### config.mk
export PLATFORM = sky130hd
export DESIGN_NAME = dec_scan
export DESIGN_NICKNAME = d
export VERILOG_FILES = /design/src/rtl/dec_pkg.sv /design/src/rtl/dec_dwell_cnt.sv /design/src/rtl/dec_scan.sv
export SDC_FILE = /design/constraint.sdc
export NUM_CORES = 1
export LEC_CHECK = 0
export ABC_CLOCK_PERIOD_IN_PS = 2850
export CAP_MARGIN = 5
export CORE_MARGIN = 5
export CORE_UTILIZATION = 51
export CTS_BUF_LIST = sky130_fd_sc_hd__clkbuf_2
export CTS_CLUSTER_DIAMETER = 80
export DETAILED_ROUTE_END_ITERATION = 8
export PLACE_DENSITY = 0.88
export SYNTH_ARGS = -nofsm -noshare
export SYNTH_HDL_FRONTEND = slang
export SYNTH_HIERARCHICAL = 1
export SYNTH_SLANG_ARGS = --single-unit
### constraint.sdc
create_clock -name clk -period 2.85 [get_ports clk]
set_clock_uncertainty 0.05 [all_clocks]
set_input_delay 0.7125 -clock clk [delete_from_list [all_inputs] [get_ports clk]]
set_output_delay 0.7125 -clock clk [all_outputs]
set_load 0.01 [all_outputs]
### src/rtl/dec_pkg.sv
// Shared types for the dec_scan decoder: FSM states, mode encoding and a one-hot helper.
// onehot() is sized by DEC_MAX_W; callers truncate the result to their own output width.
package dec_pkg;

  typedef enum logic [1:0] {
    IDLE   = 2'd0,
    DIRECT = 2'd1,
    SCAN   = 2'd2
  } state_t;

  typedef enum logic {
    MODE_DIRECT = 1'b0,
    MODE_SCAN   = 1'b1
  } mode_t;

  localparam int DEC_MAX_W   = 8;
  localparam int DEC_MAX_OUT = 1 << DEC_MAX_W;

  function automatic logic [DEC_MAX_OUT-1:0] onehot(input logic [DEC_MAX_W-1:0] code);
    logic [DEC_MAX_OUT-1:0] v;
    v       = '0;
    v[code] = 1'b1;
    return v;
  endfunction

endpackage

### src/rtl/dec_dwell_cnt.sv
// Dwell timer for scan mode: counts cycles spent on the current index.
// done pulses on the last of DWELL cycles; clear has priority over run.
module dec_dwell_cnt #(
  parameter int DWELL = 4,
  parameter int CNT_W = $clog2(DWELL + 1)
) (
  input  logic clk,
  input  logic rst_n,
  input  logic clear,
  input  logic run,
  output logic done
);

  logic [CNT_W-1:0] r_cnt;
  logic             w_last;

  assign w_last = (r_cnt == CNT_W'(DWELL - 1));
  assign done   = run & ~clear & w_last;

  always_ff @(posedge clk or negedge rst_n) begin
    if (!rst_n) begin
      r_cnt <= '0;
    end else if (clear) begin
      r_cnt <= '0;
    end else if (run) begin
      r_cnt <= w_last ? '0 : r_cnt + CNT_W'(1);
    end
  end

endmodule

### src/rtl/dec_scan.sv
// Registered N-to-2^N one-hot decoder with direct (handshaked code) and scan (self-sequencing) modes.
// Direct and scan-start latency is 1 cycle; in_ready is combinational (en & direct mode).
module dec_scan
  import dec_pkg::*;
#(
  parameter int IN_W  = 3,
  parameter int DWELL = 4,
  parameter int CNT_W = $clog2(DWELL + 1)
) (
  input  logic                 clk,
  input  logic                 rst_n,
  input  logic                 en,
  input  logic                 mode,
  input  logic                 in_valid,
  output logic                 in_ready,
  input  logic [IN_W-1:0]      inp,
  output logic [2**IN_W-1:0]   out,
  output logic                 out_valid,
  output logic [IN_W-1:0]      idx,
  output logic                 wrap
);

  localparam int              OUT_W    = 2**IN_W;
  localparam logic [IN_W-1:0] IDX_LAST = '1;

  state_t           r_state, w_state_nxt;
  logic [OUT_W-1:0] r_out, w_out_nxt;
  logic [IN_W-1:0]  r_idx, w_idx_nxt;
  logic             r_wrap, w_wrap_nxt;
  logic             w_cnt_clr, w_cnt_run, w_dwell_done;
  logic             w_accept;
  mode_t            w_mode;

  // IN_W must not exceed DEC_MAX_W for the shared helper to cover every line.
  function automatic logic [OUT_W-1:0] line_sel(input logic [IN_W-1:0] c);
    return OUT_W'(onehot(DEC_MAX_W'(c)));
  endfunction

  assign w_mode   = mode_t'(mode);
  assign in_ready = en & (w_mode == MODE_DIRECT);
  assign w_accept = in_valid & in_ready;

  // Timer only runs while the next cycle stays in SCAN; any other cycle re-arms it.
  assign w_cnt_run = en & (w_mode == MODE_SCAN) & (r_state == SCAN);
  assign w_cnt_clr = ~w_cnt_run;

  dec_dwell_cnt #(
    .DWELL (DWELL),
    .CNT_W (CNT_W)
  ) u_dwell (
    .clk   (clk),
    .rst_n (rst_n),
    .clear (w_cnt_clr),
    .run   (w_cnt_run),
    .done  (w_dwell_done)
  );

  always_comb begin
    w_state_nxt = r_state;
    w_out_nxt   = r_out;
    w_idx_nxt   = r_idx;
    w_wrap_nxt  = 1'b0;
    if (!en) begin
      w_state_nxt = IDLE;
      w_out_nxt   = '0;
      w_idx_nxt   = '0;
    end else if (w_mode == MODE_SCAN) begin
      if (r_state != SCAN) begin
        w_state_nxt = SCAN;
        w_out_nxt   = line_sel('0);
        w_idx_nxt   = '0;
      end else if (w_dwell_done) begin
        w_idx_nxt  = r_idx + IN_W'(1);
        w_out_nxt  = line_sel(r_idx + IN_W'(1));
        w_wrap_nxt = (r_idx == IDX_LAST);
      end
    end else if (w_accept) begin
      // Covers IDLE, DIRECT and the SCAN exit cycle: the code lands without a zero gap.
      w_state_nxt = DIRECT;
      w_out_nxt   = line_sel(inp);
      w_idx_nxt   = inp;
    end else if (r_state == SCAN) begin
      w_state_nxt = IDLE;
      w_out_nxt   = '0;
      w_idx_nxt   = '0;
    end
  end

  always_ff @(posedge clk or negedge rst_n) begin
    if (!rst_n) begin
      r_state <= IDLE;
      r_out   <= '0;
      r_idx   <= '0;
      r_wrap  <= 1'b0;
    end else begin
      r_state <= w_state_nxt;
      r_out   <= w_out_nxt;
      r_idx   <= w_idx_nxt;
      r_wrap  <= w_wrap_nxt;
    end
  end

  assign out       = r_out;
  assign idx       = r_idx;
  assign wrap      = r_wrap;
  assign out_valid = (r_state != IDLE);

endmodule

==> summary.md <==
The signal on the critical path passes through clkdlybuf4s50_1 > nor2b_1 > clkdlybuf4s50_1. The maximum buffer depth of the clock tree came out at 2. Averaged over all synthesized cells, the footprint is 9.343 sq um. For the final routed database, the setup TNS stands at 0 ns.

Across all register-to-register paths, the minimum setup slack is 0.76 ns. Across all layers, the routed design uses 928 vias. Relative to the synthesized area, the layout overhead comes to 26.91%. The count of synthesis-stage warnings from yosys is 6, and the total of endpoints with negative setup slack in the final report is 0. Dividing the detail-routed wire length by the instance count gives 14.43 um. The fraction of layout instances using a drive strength above 1 works out to 11.54%. The main combinational cell family by area after synthesis is simple AND/OR/NAND/NOR gates. On the worst path, the slowest cell contributes a delay of 0.56 ns. Counting every sink on the clock net gives 17. The startpoint kind of the worst setup timing path is an input port. The slowest stage of the critical path is the sky130_fd_sc_hd__clkdlybuf4s50_1 cell.

The total global routing overflow came out at 0. The root buffer cell is sky130_fd_sc_hd__clkbuf_2. The fraction of registers with async set/reset is 100.0%. The arrival time of data at the critical path endpoint was 2.01 ns; the simple logic cell fraction of the synthesized area was 28.04%.

Number of placed I/O pins: 22. The adder and majority gate portion of the synthesized area works out to 3.755%. The layout has 174 filler cells. Once detailed placement completed, the half-perimeter wirelength came to 1705 um. The final critical delay including setup and external delays came out at 2.768 ns. After clock tree synthesis, the clock-pin slew on the worst setup and hold paths is 0.16 ns. VDD sags by at most 0.3202 mV. For the max-capacitance violation count, the log shows 0.

Per report_power, the sequential group accounts for 53.3% of the total. The routed design has 2266 um of wire. The worst-case headroom to the max-slew limit was 51.33%. The top cell family by delay on the critical path was buffers and inverters.

Of all nets on the critical path, the largest fanout is 5. STA classifies the critical path endpoint as an output port. In this run, the number of DRC markers left after iteration 0 of detailed routing was 37. In the synthesized netlist the dominant register cell turns out to be sky130_fd_sc_hd__dfrtp_1. The synthesized flop and latch total is 17, and the via count of the first global-routing pass is 878.

The clock reaches the later pin of the worst-skew pair after 0.30 ns. OpenSTA, run right after detailed placement, puts the worst setup slack at 0.07668 ns. The overall die height was 54.28 um; the final hold slack was 0.4617 ns.

The data required time of the critical path is 2.09 ns, and the number of nets still failing antenna checks after routing is 0. Buffers added to address setup during post-CTS repair amount to 0. TritonCTS built the clock tree. For this design the static power due to leakage is 0.5359 nW. The mux contribution to synthesized area was 1.126%; the total standard cell area after synthesis was 999.7 sq um. The maximum number of pins on one net before global-route repair is 18, and the core region area is 1922 sq um. The die is 54.28 um wide. The count of buffers inserted at the top-level ports was 21; the post-synthesis cell type count was 40. For this run, the total global-route usage over all layers was measured as 17.36%. The share of the synthesized area in compound gates (AO/OA/AOI/OAI) was 18.65%. The H-tree depth reported by CTS was 1. The logs give 0.9073 for the final estimated routing congestion in global placement and 0.08204 ns for the setup slack after layout. The final hold violation count is 0, and the number of antenna violations at the first check in global routing is 0. By instance count, the cell type seen most on the critical path is sky130_fd_sc_hd__clkdlybuf4s50_1. The starting utilization of the core area is 52.02%, and the clock power share is 22.1%. Setup repair after global routing left no endpoint under its margin. The die outline area was 2946 sq um; the post-synthesis share of cell area spent on xor and xnor gates was 0%. The switching power as a share of total power was 30.25%.

Dividing total power by cell area gives a power density of 388.8 nW/um^2. The path class of the tightest hold or removal check is flop to flop. By startpoint and endpoint, the worst setup path is classified as input port to output port. The hold buffer count at CTS is 0. The logs give 107 for the synthesized instance count and 16 for the number of placement rows. The first global-routing pass estimated 3663 um of wire. Of the total power, combinational logic draws 24.5%. The worst path uses 97.12% of the clock period. The total nets after synthesis was 118; the antenna diode instance count was 0. The flow ran to the end, and the final reports show no timing, DRC or antenna violations. The number of DRC violations after detailed routing is 0, and the register area share after synthesis is 42.55%. Together, buffers and inverters on the worst path number 2.

Based on the critical path, the design can be clocked at up to 0.3613 GHz. After detailed routing, the number of vias per cell comes to 5.911. Yosys mapped a number of flops with a built-in enable equal to 0. Summing all placed instances gives a cell area of 1249 sq um. The count of TritonRoute iterations in the first routing pass was 4. For this design the total switching power over the nets is 149.2 uW. In this run, post-CTS repair resized a total of 0 instances. The final non-filler cell area is 1269 sq um, and the layout net count is 142. The pin slew with the least headroom to its limit is 0.7277 ns. The tools report the internal portion of total power as 344.1 uW.

Buffers inserted during clock tree synthesis total 3. Core utilization of the finished layout: 66.02%. The tools report the number of slew-limit violations in the final report as 0.
-- cell usage after synthesis, types with 2 or more instances --
| cell | instances | area, sq um |
|---|---|---|
| sky130_fd_sc_hd__nand2b_1 | 4 | 25.02 |
| sky130_fd_sc_hd__ha_1 | 3 | 37.54 |
| sky130_fd_sc_hd__nand3_1 | 3 | 15.01 |
| sky130_fd_sc_hd__o21a_1 | 2 | 15.01 |
| sky130_fd_sc_hd__inv_1 | 3 | 11.26 |
| sky130_fd_sc_hd__nor2_1 | 8 | 30.03 |
| sky130_fd_sc_hd__nand2_1 | 5 | 18.77 |
| sky130_fd_sc_hd__o21ai_1 | 3 | 15.01 |
| sky130_fd_sc_hd__buf_2 | 2 | 10.01 |
| sky130_fd_sc_hd__nor3_1 | 3 | 15.01 |
| sky130_fd_sc_hd__nand4_1 | 3 | 18.77 |
| sky130_fd_sc_hd__nand3b_1 | 3 | 22.52 |
| sky130_fd_sc_hd__or4_1 | 2 | 15.01 |
| sky130_fd_sc_hd__a31oi_1 | 5 | 31.28 |
| sky130_fd_sc_hd__nand4b_1 | 2 | 17.52 |
| sky130_fd_sc_hd__and3_1 | 2 | 12.51 |
| sky130_fd_sc_hd__buf_1 | 2 | 7.510 |
| sky130_fd_sc_hd__a21oi_1 | 5 | 25.02 |
| sky130_fd_sc_hd__o21ai_0 | 5 | 25.02 |
| sky130_fd_sc_hd__nor3b_1 | 2 | 15.01 |
| sky130_fd_sc_hd__clkbuf_1 | 3 | 11.26 |
| sky130_fd_sc_hd__dfrtp_1 | 17 | 425.4 |
| sky130_fd_sc_hd__nor2b_1 | 3 | 18.77 |
-- layer usage --
layer	vias up	wire length (um)	global-route usage (%)
met1	435	989	21.13
met2	48	1096	29.08
met3	4	156	3.542
met4	0	23	8.299
met5	-	0	0
li1	441	-	-
-- path summary, 6_finish.rpt --
kind,depth (start not counted),from,endpoint
max,3,en,in_ready
min,1,out[6]$_DFFE_PN0P_,out[6]$_DFFE_PN0P_
min reg2reg,1,out[6]$_DFFE_PN0P_,out[6]$_DFFE_PN0P_
max reg2reg,8,r_state[1]$_DFFE_PN0P_,out[7]$_DFFE_PN0P_
max in group asynchronous,1,rst_n,r_state[0]$_DFFE_PN0P_
min in group asynchronous,1,rst_n,idx[1]$_DFFE_PN0P_
-- state kept, by name, indices dropped and copies added (netlist names) --
signal and flops:
idx 3, out 8, r_state 2, u_dwell/r_cnt 3, wrap 1
-- logic make-up (layout without fill, tap and decap cells) --
| group | Yosys count | after routing |
|---|---|---|
| compound gates | 28 | 28 |
| fa+ha+maj | 3 | 3 |
| buf+inv | 12 | 35 |
| flops | 17 | 17 |
| mux | 1 | 1 |
| simple gates | 46 | 46 |
-- final cells by class --
cell class,instances,area [sq um],share of cell area [%]
sequential,17,425.4,33.53
multi-input combinational,78,515.5,40.63
timing repair buffer,28,262.8,20.71
tap,27,33.78,2.663
inverter,3,11.26,0.8876
clock inverter,1,5.005,0.3945
clock buffer,3,15.01,1.183
-- power by group through the flow --
stage	registers (mW)	clock network [mW]	logic, mW
final	0.263	0.109	0.121
after global routing	0.265	0.122	0.133
after CTS	0.263	0.112	0.121
after detailed placement	0.268	0	0.120
after global placement	0.267	0	0.117
after floorplan	0.270	0	0.0618
-- per-stage QoR --
step	power (mW)	std cells
after CTS	0.4966	157
final	0.4933	157
after detailed placement	0.3882	153
after global placement	0.3839	153
after floorplan	0.3313	107
after global routing	0.5203	157
-- cell usage in the layout, fill, tap and decap left out, types with 4 or more instances in the layout --
cell / instances
sky130_fd_sc_hd__buf_4: 7
sky130_fd_sc_hd__nand2b_1: 4
sky130_fd_sc_hd__dfrtp_1: 17
sky130_fd_sc_hd__o21ai_0: 5
sky130_fd_sc_hd__a31oi_1: 5
sky130_fd_sc_hd__clkdlybuf4s50_1: 21
sky130_fd_sc_hd__a21oi_1: 5
sky130_fd_sc_hd__nor2_1: 8
sky130_fd_sc_hd__nand2_1: 5
Note: power is estimated with default switching activity, not from simulation.
